[src/rtl/jk_counter_ctrl.sv]
// Sequencing controller for a W-bit counter built from a bank of JK flip-flops.
// Reads back the bank's q and drives per-bit J/K to count, hold, load or clear.
module jk_counter_ctrl #(
  parameter int W = 4
) (
  input  logic         clk,
  input  logic         reset,
  input  logic         start_i,
  input  logic         stop_i,
  input  logic         pause_i,
  input  logic         dir_i,
  input  logic         mode_i,
  input  logic         load_i,
  input  logic [W-1:0] load_val_i,
  input  logic [W-1:0] tc_val_i,
  input  logic [W-1:0] q_i,
  output logic [W-1:0] j_o,
  output logic [W-1:0] k_o,
  output logic         busy_o,
  output logic         done_o,
  output logic         tc_o
);

  localparam logic [1:0] IDLE  = 2'd0;
  localparam logic [1:0] RUN   = 2'd1;
  localparam logic [1:0] PAUSE = 2'd2;
  localparam logic [1:0] DONE  = 2'd3;

  logic [1:0]   state_q, state_d;
  logic [W-1:0] toggleMask;
  logic         atTerm;
  logic [W-1:0] jNext, kNext;

  always_ff @(posedge clk or posedge reset) begin
    if (reset) begin
      state_q <= IDLE;
    end else begin
      state_q <= state_d;
    end
  end

  // Bit i toggles when every lower bit is 1 (up) or 0 (down); bit 0 always toggles.
  always_comb begin
    toggleMask    = '0;
    toggleMask[0] = 1'b1;
    for (int i = 1; i < W; i++) begin
      toggleMask[i] = toggleMask[i-1] & (dir_i ? q_i[i-1] : ~q_i[i-1]);
    end
  end

  assign atTerm = dir_i ? (q_i == tc_val_i) : (q_i == '0);

  always_comb begin
    state_d = state_q;
    jNext   = '0;
    kNext   = '0;
    if (stop_i) begin
      kNext   = '1;
      state_d = IDLE;
    end else if (load_i) begin
      jNext = load_val_i;
      kNext = ~load_val_i;
      if (state_q == DONE) begin
        state_d = IDLE;
      end
    end else begin
      case (state_q)
        RUN: begin
          if (atTerm) begin
            if (mode_i) begin
              state_d = DONE;
            end else if (dir_i) begin
              kNext = '1;
            end else begin
              jNext = tc_val_i;
              kNext = ~tc_val_i;
            end
          end else if (pause_i) begin
            state_d = PAUSE;
          end else begin
            jNext = toggleMask;
            kNext = toggleMask;
          end
        end
        IDLE, PAUSE, DONE: begin
          if (start_i) begin
            state_d = RUN;
          end
        end
        default: state_d = IDLE;
      endcase
    end
  end

  // Outputs are forced quiet while reset is held so the bank sees no stray commands.
  always_comb begin
    j_o    = '0;
    k_o    = '0;
    busy_o = 1'b0;
    done_o = 1'b0;
    tc_o   = 1'b0;
    if (!reset) begin
      j_o    = jNext;
      k_o    = kNext;
      busy_o = (state_q == RUN) || (state_q == PAUSE);
      done_o = (state_q == DONE);
      tc_o   = (state_q == RUN) && atTerm;
    end
  end

endmodule

[config.mk]
export PLATFORM = sky130hd
export DESIGN_NAME = jk_counter_ctrl
export DESIGN_NICKNAME = d
export VERILOG_FILES = /design/src/rtl/jk_counter_ctrl.sv
export SDC_FILE = /design/constraint.sdc
export NUM_CORES = 1
export LEC_CHECK = 0
export CAP_MARGIN = 30
export CORE_MARGIN = 2
export CORE_UTILIZATION = 44
export CTS_BUF_LIST = sky130_fd_sc_hd__clkbuf_4
export CTS_CLUSTER_SIZE = 10
export DETAILED_ROUTE_END_ITERATION = 16
export PLACE_DENSITY = 0.92
export SLEW_MARGIN = 20
export SYNTH_ARGS = -nofsm -noshare
export SYNTH_HDL_FRONTEND = slang
export SYNTH_SLANG_ARGS = --single-unit
export TNS_END_PERCENT = 20
[constraint.sdc]
create_clock -name clk -period 2.8 [get_ports clk]
set_input_delay 0.42 -clock clk [delete_from_list [all_inputs] [get_ports clk]]
set_output_delay 0.42 -clock clk [all_outputs]
set_load 0.02 [all_outputs]
After elaboration in Yosys (flattened, before gate mapping)
Index checks and enable logic that the tools add are counted.
- flip-flop bits (word level): 2
- bits of input ports: 20
- output and inout port bits: 11
- logic and storage cells: 52
- eq/ne operators: 8
- muxes and demuxes: 30
- bitwise gates (word level): 7
- reduce and logical (&&, ||, !) cells: 6
- operators by type and width (operator ; count):
    $mux W4 ; 15
    $mux W2 ; 7
    $ne A5 B5 Y1 const B ; 2
    $not A4 Y4 ; 2
    $mux W1 ; 7
    $eq A2 B2 Y1 const B ; 2
    $eq A4 B4 Y1 ; 1
    $logic_not A4 Y1 ; 1
    $ne A4 B4 Y1 const B ; 1
    $pmux W2 S2 ; 1
    $reduce_and A4 Y1 ; 1
    $ne A3 B2 Y1 const B ; 1
    $not A1 Y1 ; 3
    $reduce_or A3 Y1 ; 1
    $and A1 B1 Y1 ; 2
    $eq A2 B1 Y1 const B ; 1
    $logic_not A2 Y1 ; 1
    $logic_and A1 B1 Y1 ; 1
    $logic_or A1 B1 Y1 ; 1

Longest topological paths before layout
Gate-level depths: netlist of run 1.
- depth in word-level cells: 10
- gate-level depth with buffers: 7
- mapped depth without buffers: 7

Least setup slack after synthesis of run 1
Ideal clock, no wire load.
- kind: input to output
- start: input dir_i
- end: output k_o[2]
- arrival: 1.855 ns
- slack: 0.525 ns
- stages: 5
- path through: or2_4 nor4_4 a21o_4 o21ai_2 o31ai_1
- longest elaborated chain between the ends: 8
- elaborated cells between the ends (all ways): 12
- classes of those cells: 11 x mux; 1 x bitwise
- RTL lines (what ; line ; text):
    from (decl) ; 11 ; input logic dir_i,
    $mux W1 ; 47 ; toggleMask[i] = toggleMask[i-1] & (dir_i ? q_i[i-1] : ~q_i[i-1]);
    $and A1 B1 Y1 ; 47 ;
    $mux W4 ; 78 ; end else if (pause_i) begin
    $mux W4 (*) ; 69 ; if (atTerm) begin
    $mux W4 (*) ; 67 ; case (state_q)
    $mux W4 (*) ; 60 ; end else if (load_i) begin
    $mux W4 (*) ; 57 ; if (stop_i) begin
    $mux W4 (*) ; 102 ; if (!reset) begin
    to (decl) ; 18 ; output logic [W-1:0] k_o,
Every way passes the cells marked *; elsewhere a longest branch is shown, timed or not.

Worst setup path in the final report of run 1
- start: input q_i[1]
- end: output j_o[2]
- longest elaborated chain between the ends: 9
- elaborated cells between the ends (all ways): 12
- classes of those cells: 1 x eq/ne; 8 x mux; 2 x bitwise; 1 x reduce/logical
- RTL lines (what ; line ; text):
    from (decl) ; 16 ; input logic [W-1:0] q_i,
    $not A1 Y1 ; 47 ;
    $mux W1 ; 47 ;
    $and A1 B1 Y1 ; 47 ;
    $mux W4 ; 78 ;
    $mux W4 (*) ; 69 ;
    $mux W4 (*) ; 67 ;
    $mux W4 (*) ; 60 ;
    $mux W4 (*) ; 57 ;
    $mux W4 (*) ; 102 ;
    to (decl) ; 17 ; output logic [W-1:0] j_o,
Marked as above.

==> reports/qor.yml, run 1 <==
status: "complete, but fails checks"
violations: "setup timing"
synth_top_area_frac: 0.124
hold_class: "in2async"
via_count: 872
crit_type: "in2out"
p_comb_frac: 0.585
yosysWarnings: 0
gr-total-overflow: 0
synth.distinct_cells: 35
synth.area.top_cells: "a21oi_1 12%, dfrtp_1 8.3%, xor2_1 7.3%"
grt_max_degree: 8
yosys-top-cells-count: "15 x a21oi_1, 8 x inv_1, 6 x nand2_1"
path_cells: "clkdlybuf4s50_1 > buf_4 > nor4_4 > buf_4 > a211oi_1 > a31oi_1 > o41ai_2 > dlygate4sd2_1"
fp.dieW_um: 41.0
clock_sink_count: 2
finalCoreUtilization: 0.825
post_cts_resized: 12
crit_top_cell: "buf_4"
slowest_stage: "clkdlybuf4s50_1"
core-area_um2: 1280
swShare: 0.396
cts_root_buf: "clkbuf_4"
postSynthRegisterBits: 2
grtUsageMet1: 0.264
n_antenna_cell: 0
fin_crit_ps: 2800
io_buffers: 30
yosys.area.top_type: "a21oi_1"
p_int_uw: 153
drc: 0
yosysMostFrequentCell: "a21oi_1"
vdd_ir_drop_max_mv: 0.239
post_drt_wl_per_cell_um: 14.1
clock_latency_ps: 250
h-tree-depth: 1
place_ws_ps: -341
cts_buffers: 3
critPathLaunchType: "primary input"
drv_slew: 0
regMostFlops: "state_q"
ctsHoldBuffers: 0
power_density_nw_per_um2: 238
place_congestion: 0.844
synth_area_um2: 603
grt_pass1_wl_um: 3010
power_frac_seq: 0.133
clkPwrFrac: 0.282
synth_area_per_cell_um2: 7.10
initial_core_util: 0.469
die_area_um2: 1680
timing.fmax_mhz: 357
cap_violations: 0
drtIter0Drc: 9
setup_ws_ps: -3.45
area_growth_pct: 75.7
tightest_slew_ps: 381
largest_register_ffs: 2
placementRows: 13
leakagePower_uw: 0.000493
nNetsFinal: 158
p_switching_uw: 100
top_regs: "state_q x2"
first_global_vias: 786
dp_hpwl_um: 1690
worstPathMaxFanout: 5
wl_um: 2100
clkTransAtPathRegs_ps: 40
postCtsSetupBuffers: 0
grt_busiest_layer: "met2"
ys_seq_area_frac: 0.0830
post-route-period-util: 1.00
grtUsageMet3: 0.0435
crit_buf_inv: 4
cpPeakStageDelay_ps: 480
syn_inst: 85
die_y_um: 41.0
arrival_ps: 2380
max_slew_margin: 0.744
tritoncts: "built"
final_layout_size_suffix_gt1_frac: 0.269
first_pass_iters: 4
crit_required_ps: 2380
io_pins: 31
crit_family: "buffers and inverters"
end_kind: "output port"
ant_nets: 0
vias_per_cell: 5.85
finalSetupViolCount: 1
grt_use_met2: 0.535
hold_violations: 0
ys_async_sr_fraction: 1.00
syn-num-nets: 107
ys.flop_type: "dfrtp_1"
clockBufferDepth: 2
skew_ps: 10.7
synth_edf_count: 0
track_usage: 0.275
rsz0062_at_grt: "true"
antenna_found_initial: 0
worst min-delay path, stage by stage:
cell and delay [ps]:
clkdlybuf4s50_1 420, buf_4 170, inv_1 160
metrics by stage:
stage | total power, uW | setup TNS [ps] | std cells | hold WS, ps | instance area [um2]
after floorplan | 102 | 0 | 85 | 383 | 603
after global placement | 179 | -1970 | 146 | 580 | 1050
final | 253 | -3.45 | 149 | 563 | 1060
after detailed placement | 183 | -2330 | 146 | 590 | 1050
after CTS | 256 | -226 | 149 | 552 | 1070
after global routing | 268 | -344 | 149 | 601 | 1060
power groups by stage:
| stage | Sequential, uW | Combinational [uW] | Clock (uW) |
|---|---|---|---|
| floorplan | 33.3 | 68.6 | 0 |
| global placement | 33.7 | 145 | 0 |
| detailed placement | 33.9 | 149 | 0 |
| CTS | 33.6 | 149 | 73.8 |
| global route | 33.8 | 160 | 74.1 |
| finish | 33.7 | 148 | 71.2 |
logic make-up (layout without fill, tap and decap cells):
logic type / after synthesis / after routing / share of synthesized area
AOI/OAI and AO/OA: 35 / 35 / 0.440
xor gates and xnor gates: 5 / 5 / 0.0726
adders and majority gates: 2 / 2 / 0.0415
buffers and inverters: 10 / 59 / 0.0622
DFF: 2 / 2 / 0.0830
and+or+nand+nor: 31 / 31 / 0.301
layout make-up:
class,instances,area [um2]
Timing Repair Buffer,48,417
Tap cell,15,18.8
Inverter,8,30.0
Clock buffer,3,22.5
Sequential cell,2,50.0
Multi-Input combinational cell,73,522
Fill cell,100,225
routing by layer:
metal | wire length, um | vias to the layer above
met3 | 129 | 4
li1 | - | 418
met4 | 40 | 0
met5 | 0 | -
met1 | 795 | 414
met2 | 1130 | 36
final timing paths:
path                       depth (start not counted)       start         end  slack (ps)
hold / removal                                     3       reset  state_q[0]         560
setup reg to reg                                   6  state_q[1]  state_q[1]        1150
setup / recovery                                   8      q_i[1]      j_o[2]          -3
max in group asynchronous                          3       reset  state_q[1]        2060
min in group clk                                   2  state_q[0]  state_q[0]         590
hold reg to reg                                    2  state_q[0]  state_q[0]         590
cell usage in the layout, fill, tap and decap left out, drive strengths merged:
| cell | count |
|---|---|
| and3 | 1 |
| a2111oi | 1 |
| inv | 8 |
| nor2 | 6 |
| nand2b | 1 |
| o31ai | 1 |
| o31a | 1 |
| dfrtp | 2 |
| ha | 2 |
| o41ai | 1 |
| o221ai | 1 |
| o21ai | 5 |
| or2 | 2 |
| clkbuf | 5 |
| a31oi | 2 |
| nand3 | 5 |
| dlymetal6s2s | 1 |
| a21o | 1 |
| a21oi | 15 |
| nor3 | 1 |
| a22oi | 1 |
| nand4 | 2 |
| o221a | 1 |
| a221oi | 3 |
| and2 | 1 |
| nor2b | 5 |
| nor4 | 1 |
| clkdlybuf4s50 | 21 |
| dlygate4sd2 | 5 |
| a211oi | 2 |
| xor2 | 5 |
| nand2 | 6 |
| buf | 19 |
Note: power is estimated with default switching activity, not from simulation.
==> run 2: changes to the inputs <==
CORE_MARGIN = 1   (was 2)
==> reports/qor.yml, run 2 <==
yosys-top-cells-count: "15 x a21oi_1, 8 x inv_1, 6 x nand2_1"
die_y_um: 39.0
yosysMostFrequentCell: "a21oi_1"
dp_hpwl_um: 2030
synth_top_area_frac: 0.124
synth.distinct_cells: 35
gr-total-overflow: 9
track_usage: 0.612
ys.flop_type: "dfrtp_1"
place_congestion: 0.828
placementRows: 12
synth_area_um2: 603
grt_max_degree: 7
io_pins: 31
yosysWarnings: 0
clock_sink_count: 2
worstEpCategory: "top-level output"
worstEndpointGrtRepair: "j_o[1]"
h-tree-depth: 1
postSynthRegisterBits: 2
fp.dieW_um: 39.0
io_buffers: 30
lastStage: "5_1_grt"
place_inst: 150
firstError: "[ERROR GRT-0232] Routing congestion too high. Check the congestion heatmap in the GUI."
yosys.area.top_type: "a21oi_1"
cts_buffers: 3
ys_async_sr_fraction: 1.00
synth_edf_count: 0
ctsHoldBuffers: 0
initial_core_util: 0.508
syn-num-nets: 107
synth_area_per_cell_um2: 7.10
status: "stopped before the end"
synth.area.top_cells: "a21oi_1 12%, dfrtp_1 8.3%, xor2_1 7.3%"
ys_seq_area_frac: 0.0830
cts_root_buf: "clkbuf_4"
syn_inst: 85
clockBufferDepth: 2
==> run 2: cell counts after synthesis <==
No cell type changed its count.
==> run 2: kinds of logic after synthesis <==
family,Yosys count,synth area share
buf+inv,10,0.0622
compound gates,35,0.440
simple gates,31,0.301
flops,2,0.0830
xor+xnor,5,0.0726
fa+ha+maj,2,0.0415
==> run 2: through the flow <==
step | hold WS [ps] | setup slack, ps | TNS [ps] | utilization | area, um2
floorplan | 383 | 525 | 0 | - | 603
global placement | 579 | -292 | -1990 | 0.916 | 1090
detailed placement | 594 | -380 | -2370 | 0.916 | 1090
CTS | 581 | -63.5 | -189 | 0.944 | 1120
==> run 2: routing by layer <==
layer,GRT usage,overflow
met1,0.531,0
met2,0.871,6
met3,0.382,0
met4,0.733,3
met5,0,0
==> run 2: timing repair <==
item / in CTS
gates resized for setup: 19
pin swaps: 1
setup buffers: 2
endpoints found under the setup margin: 9
gates cloned: 0
==> run 3: changes to the inputs <==
CORE_AREA = 2 2 63 65   (was unset)
CORE_MARGIN = unset   (was 1)
CORE_UTILIZATION = unset   (was 44)
CTS_BUF_LIST = unset   (was sky130_fd_sc_hd__clkbuf_4)
CTS_CLUSTER_SIZE = unset   (was 10)
DIE_AREA = 0 0 65 67   (was unset)
PLACE_DENSITY = unset   (was 0.92)
PLACE_DENSITY_LB_ADDON = 0.15   (was unset)
==> reports/qor.yml, run 3 (same netlist as run 1, synthesis figures left out) <==
leakagePower_uw: 0.000485
r2r_slack_ps: 1240
grt_max_degree: 8
ff_latch_area_um2: 50.0
hold_violations: 0
die_y_um: 67
fp.dieW_um: 65
arrival_ps: 2330
die_area_um2: 4360
max_slew_margin: 0.773
cp.depth: 7
status: "finished clean"
whs_ps: 620
dp_hpwl_um: 1810
skew_ps: 0.682
regMostFlops: "state_q"
wl_um: 2280
clockBufferDepth: 2
worstReg2RegStart: "state_q[0]"
critPathLaunchType: "primary input"
cts_buffers: 3
initial_core_util: 0.167
timing.fmax_mhz: 364
drv_slew: 0
placementRows: 22
crit_family: "compound AO/OA/AOI/OAI gates"
core-area_um2: 3610
path_cells: "clkdlybuf4s50_1 > or2_4 > o31a_1 > a2111oi_2 > a21oi_1 > o21ai_1 > clkdlybuf4s15_2"
antenna_found_initial: 0
vias_per_cell: 4.56
nNetsFinal: 158
io_pins: 31
cts_root_buf: "clkbuf_8"
via_count: 830
cpPeakStageDelay_ps: 470
worst_r2r_endpoint: "state_q[1]"
ant_nets: 0
crit_required_ps: 2380
finalSetupViolCount: 0
tritoncts: "built"
top_regs: "state_q x2"
drtIter0Drc: 12
finalCoreUtilization: 0.311
place_congestion: 0.800
multi_input_area_um2: 527
fin_crit_ps: 2750
ctsHoldBuffers: 0
track_usage: 0.108
slowest_stage: "clkdlybuf4s50_1"
vdd_ir_drop_max_mv: 0.270
io_buffers: 30
h-tree-depth: 1
rsz0062_at_grt: "true"
layout_commonest_cell: "clkdlybuf4s50_1"
n_antenna_cell: 0
crit_start: "q_i[0]"
final.setup.tns_ps: 0
post-route-period-util: 0.980
gr-total-overflow: 0
area_growth_pct: 85.7
post_drt_wl_per_cell_um: 12.5
final_cell_mix: "20 x clkdlybuf4s50_1, 18 x buf_4, 15 x a21oi_1, 8 x inv_1, 6 x nand2_1"
worstPathMaxFanout: 4
reg2reg_depth: 5
grt_pass1_wl_um: 3660
first_global_vias: 814
drc: 0
cap_violations: 0
clkTransAtPathRegs_ps: 30
crit_type: "in2out"
largest_register_ffs: 2
fill_cells: 400
clock_sink_count: 2
crit_buf_inv: 2
tightest_slew_ps: 339
clock_latency_ps: 210
first_pass_iters: 4
hold_class: "reg2reg"
power_density_nw_per_um2: 264
final_layout_size_suffix_gt1_frac: 0.291
end_kind: "output port"
crit_end: "j_o[3]"
[run 3: timing repair]
action	4_1_cts	5_1_grt
endpoints found under the setup margin	9	7
resized for setup	25	3
pin swaps	1	2
buffers inserted	2	0
[run 3: worst min path at each step]
stage	start	to	slack (ps)	cells past startpoint
finish	state_q[0]	state_q[0]	620	2
global route	reset	state_q[1]	650	3
CTS	state_q[1]	state_q[1]	600	1
floorplan	reset	state_q[0]	380	2
global placement	state_q[1]	state_q[1]	590	1
detailed placement	state_q[1]	state_q[1]	590	1
[run 3: metrics by stage]
stage	setup WS [ps]	area (um2)	cells	total power, uW
after global placement	-402	1080	177	184
after global routing	-23.1	1120	182	317
after floorplan	525	603	85	102
after detailed placement	-392	1080	177	183
final	54.7	1120	182	296
after CTS	-12.6	1120	182	300
[run 3: per-layer routing]
layer | global-route usage | wire [um]
met5 | 0 | 0
met4 | 0.0319 | 23
met3 | 0.0118 | 87
met2 | 0.206 | 1160
met1 | 0.125 | 1010
[run 3: worst min-delay path, delay by kind of cell, from the launching register on]
family	cells	cell delay (ps)
AOI/OAI and AO/OA	1	80
DFF	1	400
and+or+nand+nor	1	100
[run 3: cell type report]
class	instances	area share
Clock buffer	3	0.0369
Inverter	8	0.0268
Multi-Input combinational cell	73	0.470
Sequential cell	2	0.0447
Tap cell	48	0.0536
Timing Repair Buffer	48	0.368
[run 3: power breakdown]
group          internal (uW)  total (uW)  switching (uW)
clock                   91.0         115            23.6
sequential              31.4        34.1            2.75
combinational           72.7         147            74.6
total                    195         296             101
==> run 4: changes to the inputs <==
REMOVE_ABC_BUFFERS = 1   (was unset)
==> reports/qor.yml, run 4 (same netlist as run 1, synthesis figures left out) <==
layout_commonest_cell: "buf_4"
slowest_stage: "clkdlybuf4s50_1"
crit_top_cell: "buf_4"
grt_max_degree: 8
hold_violations: 0
final_cell_mix: "22 x buf_4, 19 x clkdlybuf4s50_1, 15 x a21oi_1, 8 x inv_1, 6 x nand2_1"
gr-total-overflow: 0
worst_r2r_endpoint: "state_q[1]"
timing.fmax_mhz: 367
cts_buffers: 3
crit_start: "q_i[2]"
skew_ps: 4.77
power_density_nw_per_um2: 262
first_pass_iters: 4
path_cells: "clkdlybuf4s50_1 > nor4_4 > buf_4 > buf_4 > a211oi_2 > a31oi_1 > o41ai_2 > clkdlybuf4s15_1"
initial_core_util: 0.167
leakagePower_uw: 0.000505
io_buffers: 30
fill_cells: 400
die_area_um2: 4360
crit_required_ps: 2380
place_congestion: 0.794
grt_pass1_wl_um: 4020
n_antenna_cell: 0
max_slew_margin: 0.766
hold_class: "reg2reg"
cts_root_buf: "clkbuf_8"
r2r_slack_ps: 1260
ant_nets: 0
area_growth_pct: 89.4
cap_violations: 0
arrival_ps: 2310
first_global_vias: 911
drtIter0Drc: 31
status: "finished clean"
placementRows: 22
drv_slew: 0
post-route-period-util: 0.974
h-tree-depth: 1
clockBufferDepth: 2
via_count: 817
top_regs: "state_q x2"
clkTransAtPathRegs_ps: 30
dp_hpwl_um: 1820
end_kind: "output port"
finalSetupViolCount: 0
die_y_um: 67
multi_input_area_um2: 527
clock_sink_count: 2
reg2reg_depth: 5
vias_per_cell: 4.39
cpPeakStageDelay_ps: 600
core-area_um2: 3610
crit_end: "j_o[2]"
power_uw: 299
nNetsFinal: 162
ff_latch_area_um2: 50.0
tightest_slew_ps: 351
drc: 0
crit_type: "in2out"
post_drt_wl_per_cell_um: 12.7
critPathLaunchType: "primary input"
regMostFlops: "state_q"
worstPathMaxFanout: 4
vdd_ir_drop_max_mv: 0.330
fp.dieW_um: 65
wl_um: 2370
worstReg2RegStart: "state_q[0]"
largest_register_ffs: 2
final_layout_size_suffix_gt1_frac: 0.312
antenna_found_initial: 0
io_pins: 31
track_usage: 0.117
finalCoreUtilization: 0.317
rsz0062_at_grt: "true"
tritoncts: "built"
clock_latency_ps: 210
fin_crit_ps: 2730
## run 4: layer usage
layer	vias up	GRT usage	part of all wire
met5	-	0	0
met4	0	0.0399	0.0093
met3	2	0.0236	0.039
met2	22	0.214	0.48
met1	368	0.135	0.48
li1	425	-	-
## run 4: worst max-delay path: cells and delay by family
family                 cells  cell delay (ps)
buffers and inverters      4             1230
AND/OR/NAND/NOR            1               90
AO/OA/AOI/OAI              3              570
## run 4: cell type report
class	count	area share
clock buffer	3	0.0361
timing repair buffer	52	0.380
tap	48	0.0526
sequential	2	0.0438
inverter	8	0.0263
multi-input combinational	73	0.461
## run 4: worst min-delay path by stage
stage                from          to  slack, ps  depth (start not counted)
3_5_place_dp   state_q[1]  state_q[1]        590                          1
2_1_floorplan       reset  state_q[0]        180                          1
3_3_place_gp   state_q[1]  state_q[1]        590                          1
6_report       state_q[1]  state_q[1]        600                          1
5_1_grt             reset  state_q[1]        640                          3
4_1_cts        state_q[1]  state_q[1]        600                          1
## run 4: report_power, final
group	internal (uW)	leakage [uW]	switching [uW]	total (uW)
Clock	91.0	0.0000216	23.8	115
Sequential	31.4	0.0000267	2.39	33.8
Combinational	74.0	0.000457	76.3	150
## run 4: metrics by stage
stage	setup WS [ps]	area [um2]	hold WS (ps)	setup TNS (ps)	instances
4_1_cts	-44.0	1160	595	-44.0	186
5_1_grt	-61.2	1140	638	-110	186
3_3_place_gp	-391	1100	589	-2770	180
3_5_place_dp	-393	1100	590	-2850	180
2_1_floorplan	525	596	180	0	83
6_report	73.8	1140	601	0	186
## run 4: timing repair
item | CTS | global route
pin swaps | 2 | 1
setup endpoints to repair | 9 | 9
setup buffers | 3 | 0
hold endpoints to repair | 0 | 0
resized for setup | 19 | 6
hold buffers | 0 | 0
